`src/rtl/idct16_seq.sv`:
```
// idct16_seq: two-pass sequencer for a 16-point IDCT datapath.
// Ports: clk/rst, start/abort control, in_valid/in_ready/load
// input handshake, out_valid/out_ready/out_last output handshake,
// row_idx/pass/shift datapath controls, busy/done status.
module idct16_seq #(
  parameter int LAT  = 3,
  parameter int ROWS = 16
) (
  input  logic       clk,
  input  logic       rst,
  input  logic       start,
  input  logic       abort,
  input  logic       in_valid,
  output logic       in_ready,
  output logic       load,
  output logic       out_valid,
  input  logic       out_ready,
  output logic [3:0] row_idx,
  output logic       pass,
  output logic [3:0] shift,
  output logic       out_last,
  output logic       busy,
  output logic       done
);

  typedef enum logic [1:0] {
    S_IDLE,
    S_ACCEPT,
    S_WAIT,
    S_OUT
  } state_t;

  localparam logic [3:0] ROW_LAST = 4'(ROWS - 1);
  localparam logic [3:0] CNT_INIT = 4'(LAT - 1);
  localparam bit         HAS_WAIT = (LAT > 1);
  localparam logic [3:0] SHIFT_ROW = 4'd7;
  localparam logic [3:0] SHIFT_COL = 4'd12;

  state_t     r_state;
  state_t     w_state_nxt;
  logic [3:0] r_cnt;
  logic [3:0] w_cnt_nxt;
  logic [3:0] r_row;
  logic [3:0] w_row_nxt;
  logic       r_pass;
  logic       w_pass_nxt;
  logic [3:0] r_shift;
  logic       r_done;
  logic       w_done_nxt;
  logic       w_in_hs;
  logic       w_out_hs;
  logic       w_row_last;

  assign in_ready   = (r_state == S_ACCEPT);
  assign load       = in_valid & in_ready;
  assign out_valid  = (r_state == S_OUT);
  assign w_row_last = (r_row == ROW_LAST);
  assign out_last   = out_valid & w_row_last;
  assign busy       = (r_state != S_IDLE);
  assign done       = r_done;
  assign row_idx    = r_row;
  assign pass       = r_pass;
  assign shift      = r_shift;

  assign w_in_hs  = load;
  assign w_out_hs = out_valid & out_ready;

  always_comb begin
    w_state_nxt = r_state;
    w_cnt_nxt   = r_cnt;
    w_row_nxt   = r_row;
    w_pass_nxt  = r_pass;
    w_done_nxt  = 1'b0;
    case (r_state)
      S_IDLE: begin
        if (start) begin
          w_row_nxt   = 4'd0;
          w_pass_nxt  = 1'b0;
          w_state_nxt = S_ACCEPT;
        end
      end
      S_ACCEPT: begin
        if (w_in_hs) begin
          w_cnt_nxt   = CNT_INIT;
          w_state_nxt = HAS_WAIT ? S_WAIT : S_OUT;
        end
      end
      S_WAIT: begin
        w_cnt_nxt = r_cnt - 4'd1;
        // <=1 keeps a stray zero count from spinning through a wrap
        if (r_cnt <= 4'd1) begin
          w_state_nxt = S_OUT;
        end
      end
      S_OUT: begin
        if (w_out_hs) begin
          if (!w_row_last) begin
            w_row_nxt   = r_row + 4'd1;
            w_state_nxt = S_ACCEPT;
          end else if (!r_pass) begin
            w_row_nxt   = 4'd0;
            w_pass_nxt  = 1'b1;
            w_state_nxt = S_ACCEPT;
          end else begin
            w_done_nxt  = 1'b1;
            w_state_nxt = S_IDLE;
          end
        end
      end
      default: w_state_nxt = S_IDLE;
    endcase
    // abort overrides every other transition, including completion
    if (abort) begin
      w_state_nxt = S_IDLE;
      w_cnt_nxt   = 4'd0;
      w_row_nxt   = 4'd0;
      w_pass_nxt  = 1'b0;
      w_done_nxt  = 1'b0;
    end
  end

  always_ff @(posedge clk or posedge rst) begin
    if (rst) begin
      r_state <= S_IDLE;
      r_cnt   <= 4'd0;
      r_row   <= 4'd0;
      r_pass  <= 1'b0;
      r_shift <= SHIFT_ROW;
      r_done  <= 1'b0;
    end else begin
      r_state <= w_state_nxt;
      r_cnt   <= w_cnt_nxt;
      r_row   <= w_row_nxt;
      r_pass  <= w_pass_nxt;
      // shift tracks pass from a register so it never glitches
      r_shift <= w_pass_nxt ? SHIFT_COL : SHIFT_ROW;
      r_done  <= w_done_nxt;
    end
  end

endmodule
```
`config.mk`:
```
export PLATFORM = sky130hd
export DESIGN_NAME = idct16_seq
export DESIGN_NICKNAME = d
export VERILOG_FILES = /design/src/rtl/idct16_seq.sv
export SDC_FILE = /design/constraint.sdc
export NUM_CORES = 1
export LEC_CHECK = 0
export CORE_ASPECT_RATIO = 0.9
export CORE_MARGIN = 2
export CORE_UTILIZATION = 50
export CTS_CLUSTER_SIZE = 12
export DETAILED_ROUTE_END_ITERATION = 10
export GPL_TIMING_DRIVEN = 0
export PLACE_DENSITY = 0.81
export SLEW_MARGIN = 20
export SYNTH_ARGS = -nofsm -noshare
export SYNTH_HDL_FRONTEND = slang
export SYNTH_SLANG_ARGS = --single-unit
```
`constraint.sdc`:
```
create_clock -name clk -period 3.15 [get_ports clk]
set_input_delay 0.63 -clock clk [delete_from_list [all_inputs] [get_ports clk]]
set_output_delay 0.63 -clock clk [all_outputs]
set_load 0.02 [all_outputs]
```
Word-level counts from Yosys, hierarchy flattened
Cells that the tools add are included.
- register bits: 16
- add/sub/neg operators: 2
- $lt $le $gt $ge: 1
- equality and inequality tests: 9
- mux-type cells: 28
- bitwise gates (word level): 3
- reduce and logical (&&, ||, !) cells: 7
- operators with widths (operator ; number):
    two-way mux 4 bit ; 8
    one-hot mux 4 bit (2 select lines) ; 2
    two-way mux 1 bit ; 11
    two-way mux 2 bit ; 5
    one-hot mux 2 bit (4 select lines) ; 1
    AND reduction 4 bit ; 2
    != test 3 x 2 -> 1 bit (second input constant) ; 2
    != test 3 bit (second input constant) ; 2
    nonzero test 3 bit ; 2
    adder 4 x 1 -> 4 bit (second input constant) ; 1
    == test 2 bit (second input constant) ; 2
    == test 4 bit (second input constant) ; 1
    <= comparator 4 x 1 -> 1 bit (second input constant) ; 1
    != test 4 bit (second input constant) ; 1
    subtractor 4 x 1 -> 4 bit (second input constant) ; 1
    bitwise AND 1 bit ; 3
    == test 2 x 1 -> 1 bit (second input constant) ; 1
    zero test 2 bit ; 1
    one-hot mux 1 bit (2 select lines) ; 1
    AND reduction 2 bit ; 1
    nonzero test 2 bit ; 1

Longest topological paths before layout
Gate-level depths: netlist (run 1).
- word-level depth: 6
- gate-level depth with buffers: 6
- depth with buffers taken out: 6

Worst setup path before layout (run 1)
OpenSTA, ideal clock, no wires.
- kind: flip-flop to output port
- start: register r_row[0], in the netlist row_idx[0]
- end: output port out_last
- arrival: 1151 ps
- required time: 2520 ps
- slack: 1369 ps
- cell stages (with the launch flop): 4
- path buffers: 0
- cells stage by stage: dfrtp_1 ha_1 and3_1 and2_1
- cells in the longest elaborated chain, start to end: 2
- RTL lines (what ; line ; text):
    start: declaration ; 43 ; logic [3:0] r_row;
    start signal: assignment ; 133 ; r_row <= w_row_nxt;
    == test 4 bit ; 57 ; assign w_row_last = (r_row == ROW_LAST);
    bitwise AND 1 bit ; 58 ; assign out_last = out_valid & w_row_last;
    end: declaration ; 21 ; output logic out_last,
No other way between the ends.

Final worst setup path (run 1)
Ends and elaborated chain as after synthesis.

==> results.md, run 1 <==
- Post-Synth Simple-Gate Area: 28.2%
- Synth cell types: 35
- Die height: 43.3 µm
- # port buffers: 19
- Vias in the first global route: 685
- Share of post-route cells with drive strength above 1: 11.1%
- FF+latch count, synth: 13
- Synthesized-area fraction occupied by adder cells: 11.6%
- CP Launch Type: register
- Final hold vios: 0
- Postcts setup bufs: 0
- Post-synthesis instance total: 94
- Synth Area in Compound Gates: 15.6%
- Max Cap Viol: 0
- Total GRT Usage: 20.1%
- Fin crit share: 80.6%
- Iter 0 DRT Violations: 5
- Synth-to-Final Area Change: 28.7%
- Mux contribution to synthesized area: 0%
- Min cycle time layout: 2.54 ns
- First-pass GRT wire length: 2940 µm
- Fin util: 67.2%
- DR vias: 760
- Status: completed
- PwrDens: 633 mW/mm²
- Worst Hold Class: register to register
- Worst skew pair latency: 0.27 ns
- Router iterations before antenna repair: 4
- Per-cell routed wire length: 13.2 µm
- Max-slew violation count: 0
- Leakage: 0.485 nW
- Grt met2 use: 33.1%
- Most frequent cells in the layout: clkdlybuf4s50_1 (19), dfrtp_1 (12), a21oi_1 (10)
- CTS resizes: 0
- Largest family of logic cells by synthesized area: simple AND/OR/NAND/NOR gates
- Hold_buf cts: 0
- DRC violations left: 0
- Root buffer cell: clkbuf_4
- Post-synthesis sequential area ratio: 38.0%
- Synthesized net count: 108
- Leading cell type in the layout, fill and taps excluded: clkdlybuf4s50_1
- Diodes inserted: 0
- YS warnings: 0
- Final wirelength: 1860 µm
- Max Root-Sink Buffers: 2
- Drt via density: 5.39
- Met3 GRT Util: 3.75%
- Die width: 47.7 µm
- Largest net degree at the start of global routing: 14
- Fmax: 394 MHz
- Setup crit end kind: primary output
- Fin nets: 132
- Multi-input logic area: 480 µm²
- Die Footprint: 0.00207 mm²
- Post-synth EDFFs: 0
- I/O pins: 21
- CP max FO: 5
- Busiest grt layer: met2
- HPWL Detailed: 1440 µm
- Final setup violation count: 0
- CTS H-tree lvls: 1
- Async S/R FF share, synth: 100%
- Min Hold Slack: 0.564 ns
- Crit path DAT: 1.91 ns
- Clock-pin slew on the worst setup and hold paths: 0.08 ns
- Worst EP required: 2.52 ns
- Total gr overflow: 0
- Unrepaired setup endpoints after global routing: no
- Synthesized cell area: 860 µm²
- Initial core utilization: 52.2%
- Mapped Avg Cell Area: 9.14 µm²
- TritonCTS Sinks: 13
- Total clock buffers created by CTS: 3
- Fill count: 139
- Storage element area: 327 µm²
- Post-DRT Antenna Nets: 0
- Setup CP Type: register to primary output
- Rows: 14
- Synth Area in XOR/XNOR: 0%
- Routability cong.: 0.821
- Met1 usage: 25.3%
- Core Box Area: 0.00165 mm²
- Worst VDD drop: 0.425 mV
- Clk_skew: 0.00200 ns
- CTS tree: done
- Post-synth top flop: dfrtp_1
- Antenna violations before repair: 0
- Setup TNS: 0 ns
cell families after synthesis:
logic type                 after synthesis
buffers and inverters                   11
and+or+nand+nor                         39
other                                    1
adders and majority gates                8
AOI/OAI and AO/OA                       22
DFF                                     13
final timing paths:
kind / startpoint / endpoint / slack [ns] / cells past startpoint
min reg2reg: row_idx[1]$_DFFE_PP0P_ / row_idx[1]$_DFFE_PP0P_ / 0.56 / 2
max: row_idx[0]$_DFFE_PP0P_ / out_last / 0.61 / 4
max in group asynchronous: rst / shift[1]$_DFF_PP1_ / 2.12 / 2
max reg2reg: r_state[1]$_DFFE_PP0P_ / row_idx[2]$_DFFE_PP0P_ / 1.37 / 5
min: row_idx[1]$_DFFE_PP0P_ / row_idx[1]$_DFFE_PP0P_ / 0.56 / 2
min in group asynchronous: rst / row_idx[3]$_DFFE_PP0P_ / 0.68 / 2
worst max-delay path: stages, from the launching register on:
cell and delay [ns]:
dfrtp_1 0.41, ha_1 0.23, and3_1 0.23, and2_1 0.16, clkdlybuf4s50_1 0.60
sequential cells by signal, summed over array words and instances, names as in the netlist:
signal   cells
done         1
r_cnt        4
r_state      2
row_idx      4
shift        2
where the power goes:
part	internal [mW]	total, mW	switching, mW	leakage, nW
Sequential	0.195	0.222	0.0265	0.175
Combinational	0.169	0.375	0.206	0.295
Clock	0.0491	0.103	0.0537	0.0150
Total	0.414	0.700	0.286	0.485
Yosys cell counts (all sizes together) (2+ instances only):
cell type  instances  area (µm²)
o21ai              4        20.0
buf                3        22.5
nand2              7        26.3
a31oi              3        18.8
and3               4        30.0
nor2b              3        18.8
nor2               2        7.51
dfrtp             12         300
nand3              4        25.0
ha                 8         100
nand2b             2        15.0
a21oi             10        50.1
inv                7        26.3
and2               4        27.5
or3                4        25.0
nor3               2        10.0
per-stage QoR:
| stage | setup WS (ns) | std cells | power [mW] | area (µm²) |
|---|---|---|---|---|
| 5_1_grt | 0.536 | 141 | 0.756 | 1110 |
| 6_report | 0.610 | 141 | 0.700 | 1110 |
| 3_3_place_gp | 0.692 | 137 | 0.583 | 1080 |
| 3_5_place_dp | 0.696 | 137 | 0.600 | 1080 |
| 2_1_floorplan | 1.37 | 94 | 0.493 | 860 |
| 4_1_cts | 0.613 | 141 | 0.706 | 1110 |
layout make-up:
class	instances	area share [%]
Inverter	7	2.38
Sequential cell	13	29.5
Tap cell	24	2.71
Timing Repair Buffer	19	17.2
Clock buffer	4	2.38
Buffer	4	2.38
Multi-Input combinational cell	70	43.4
layer usage:
metal | part of all wire [%] | vias up
li1 | - | 380
met1 | 44 | 357
met2 | 52 | 18
met3 | 3.1 | 5
met4 | 1.7 | 0
met5 | 0 | -
Note: power is estimated with default switching activity, not from simulation.
==> run 2: changes to the inputs <==
--- a/config.mk
+++ b/config.mk
@@ -7,11 +7,11 @@
 export LEC_CHECK = 0
 export CORE_ASPECT_RATIO = 0.9
 export CORE_MARGIN = 2
-export CORE_UTILIZATION = 50
+export CORE_UTILIZATION = 48
 export CTS_CLUSTER_SIZE = 12
 export DETAILED_ROUTE_END_ITERATION = 10
 export GPL_TIMING_DRIVEN = 0
-export PLACE_DENSITY = 0.81
+export PLACE_DENSITY = 0.78
 export SLEW_MARGIN = 20
 export SYNTH_ARGS = -nofsm -noshare
 export SYNTH_HDL_FRONTEND = slang
==> constraint.sdc (replaced) <==
create_clock -name clk -period 2.6 [get_ports clk]
set_input_delay 0.52 -clock clk [delete_from_list [all_inputs] [get_ports clk]]
set_output_delay 0.52 -clock clk [all_outputs]
set_load 0.02 [all_outputs]
==> results.md, run 2 (synthesis results as in run 1) <==
- Status: completed (unchanged)
- CTS tree: done (unchanged)
- Max-slew violation count: 0 (unchanged)
- I/O pins: 21 (unchanged)
- CTS H-tree lvls: 1 (unchanged)
- Leakage: 0.485 nW (unchanged)
- DR vias: 751 (was 760)
- DRC violations left: 0 (unchanged)
- Vias in the first global route: 689 (was 685)
- Core Box Area: 0.00168 mm² (was 0.00165 mm²)
- Setup TNS: 0 ns (unchanged)
- Synth-to-Final Area Change: 28.7% (unchanged)
- Root buffer cell: clkbuf_4 (unchanged)
- First-pass GRT wire length: 3000 µm (was 2940 µm)
- Final setup violation count: 0 (unchanged)
- Most frequent cells in the layout: clkdlybuf4s50_1 (19), dfrtp_1 (12), a21oi_1 (10) (unchanged)
- PwrDens: 776 mW/mm² (was 633 mW/mm²)
- Rows: 14 (unchanged)
- Per-cell routed wire length: 13.4 µm (was 13.2 µm)
- Fill count: 142 (was 139)
- Min Hold Slack: 0.554 ns (was 0.564 ns)
- Iter 0 DRT Violations: 8 (was 5)
- Leading cell type in the layout, fill and taps excluded: clkdlybuf4s50_1 (unchanged)
- CP max FO: 5 (unchanged)
- # port buffers: 19 (unchanged)
- Clk_skew: 0.0107 ns (was 0.00200 ns)
- Die Footprint: 0.00215 mm² (was 0.00207 mm²)
- Router iterations before antenna repair: 4 (unchanged)
- Final wirelength: 1890 µm (was 1860 µm)
- Least-Margin Pin Slew: 0.528 ns
- Largest net degree at the start of global routing: 14 (unchanged)
- CP Launch Type: register (unchanged)
- Antenna violations before repair: 0 (unchanged)
- Worst VDD drop: 0.484 mV (was 0.425 mV)
- Crit path DAT: 1.91 ns (about the same)
- Total clock buffers created by CTS: 3 (unchanged)
- TritonCTS Sinks: 13 (unchanged)
- Max Root-Sink Buffers: 2 (unchanged)
- Diodes inserted: 0 (unchanged)
- Share of post-route cells with drive strength above 1: 11.1% (unchanged)
- Die height: 44.1 µm (was 43.3 µm)
- Unrepaired setup endpoints after global routing: no (unchanged)
- Total GRT Usage: 18.6% (was 20.1%)
- Reg-to-Reg Start: r_state[1]$_DFFE_PP0P_ (unchanged)
- Total gr overflow: 0 (unchanged)
- Crit path launch: row_idx[0]$_DFFE_PP0P_ (unchanged)
- DP Area: 0.00108 mm² (unchanged)
- Fmax: 411 MHz
- Die width: 48.6 µm (was 47.7 µm)
- Slew margin rel.: 64.4%
- Min cycle time layout: 2.43 ns
- Hold_buf cts: 0 (unchanged)
- Setup crit end kind: primary output (unchanged)
- Cell area after layout: 0.00111 mm² (unchanged)
- Fin crit share: 93.6%
- Worst EP required: 2.08 ns (was 2.52 ns)
- Worst skew pair latency: 0.28 ns (was 0.27 ns)
- Worst Hold Class: input pin to async pin (was register to register)
- Initial core utilization: 51.1% (was 52.2%)
- Max Cap Viol: 0 (unchanged)
- Tot Pwr: 858 µW (was 700 µW)
- Fin nets: 132 (unchanged)
- Post-DRT Antenna Nets: 0 (unchanged)
- Routability cong.: 0.845 (was 0.821)
- Clock-pin slew on the worst setup and hold paths: 0.08 ns (about the same)
- Setup CP Type: register to primary output (unchanged)
- Drt via density: 5.33 (was 5.39)
- CTS resizes: 0 (unchanged)
- Fin util: 65.8% (was 67.2%)
- Final hold vios: 0 (unchanged)
- Postcts setup bufs: 0 (unchanged)
- HPWL Detailed: 1460 µm (was 1440 µm)
run 2: cell type report:
type	count	area (µm²)	share of cell area, %
Multi-Input combinational cell	70	480	43.4
Inverter	7	26.3	2.38
Sequential cell	13	327	29.5
Tap cell	24	30.0	2.71
Clock buffer	4	26.3	2.38
Buffer	4	26.3	2.38
Timing Repair Buffer	19	190	17.2
run 2: worst max-delay path, cell delays in order, from the launching register on:
cell	delay, ns
dfrtp_1	0.41
ha_1	0.22
and3_1	0.24
and2_1	0.17
clkdlybuf4s50_1	0.60
run 2: routing by layer:
layer | vias to the layer above | share of wire (%) | GRT usage (%)
met5 | - | 0 | 0
met4 | 0 | 0.64 | 5.71
met3 | 2 | 3.3 | 5.41
met2 | 14 | 48 | 31.2
met1 | 359 | 48 | 23.7
li1 | 376 | - | -
run 2: per-stage QoR:
| stage | setup WS, ns | std cells |
|---|---|---|
| floorplan | 0.929 | 94 |
| global placement | 0.361 | 137 |
| detailed placement | 0.353 | 137 |
| CTS | 0.173 | 141 |
| global route | 0.0873 | 141 |
| finish | 0.166 | 141 |
run 2: worst paths after layout:
kind / end / slack (ns) / cells after the start
max reg2reg: row_idx[2]$_DFFE_PP0P_ / 0.85 / 5
min in group clk: row_idx[1]$_DFFE_PP0P_ / 0.57 / 2
max: out_last / 0.17 / 4
min reg2reg: row_idx[1]$_DFFE_PP0P_ / 0.57 / 2
min: row_idx[3]$_DFFE_PP0P_ / 0.55 / 2
max in group asynchronous: shift[1]$_DFF_PP1_ / 1.69 / 2
run 2: report_power, final:
part	switching (mW)	internal (mW)	total [mW]
sequential	0.0367	0.237	0.274
combinational	0.253	0.207	0.460
clock	0.0653	0.0595	0.125
total	0.355	0.503	0.858
==> run 3: changes to the inputs <==
--- a/config.mk
+++ b/config.mk
@@ -8,7 +8,7 @@
 export CORE_ASPECT_RATIO = 0.9
 export CORE_MARGIN = 2
 export CORE_UTILIZATION = 48
-export CTS_CLUSTER_SIZE = 12
+export CTS_CLUSTER_DIAMETER = 60
 export DETAILED_ROUTE_END_ITERATION = 10
 export GPL_TIMING_DRIVEN = 0
 export PLACE_DENSITY = 0.78
==> results of run 3 <==
The final DEF is identical to that of run 2; final timing and power are the same.
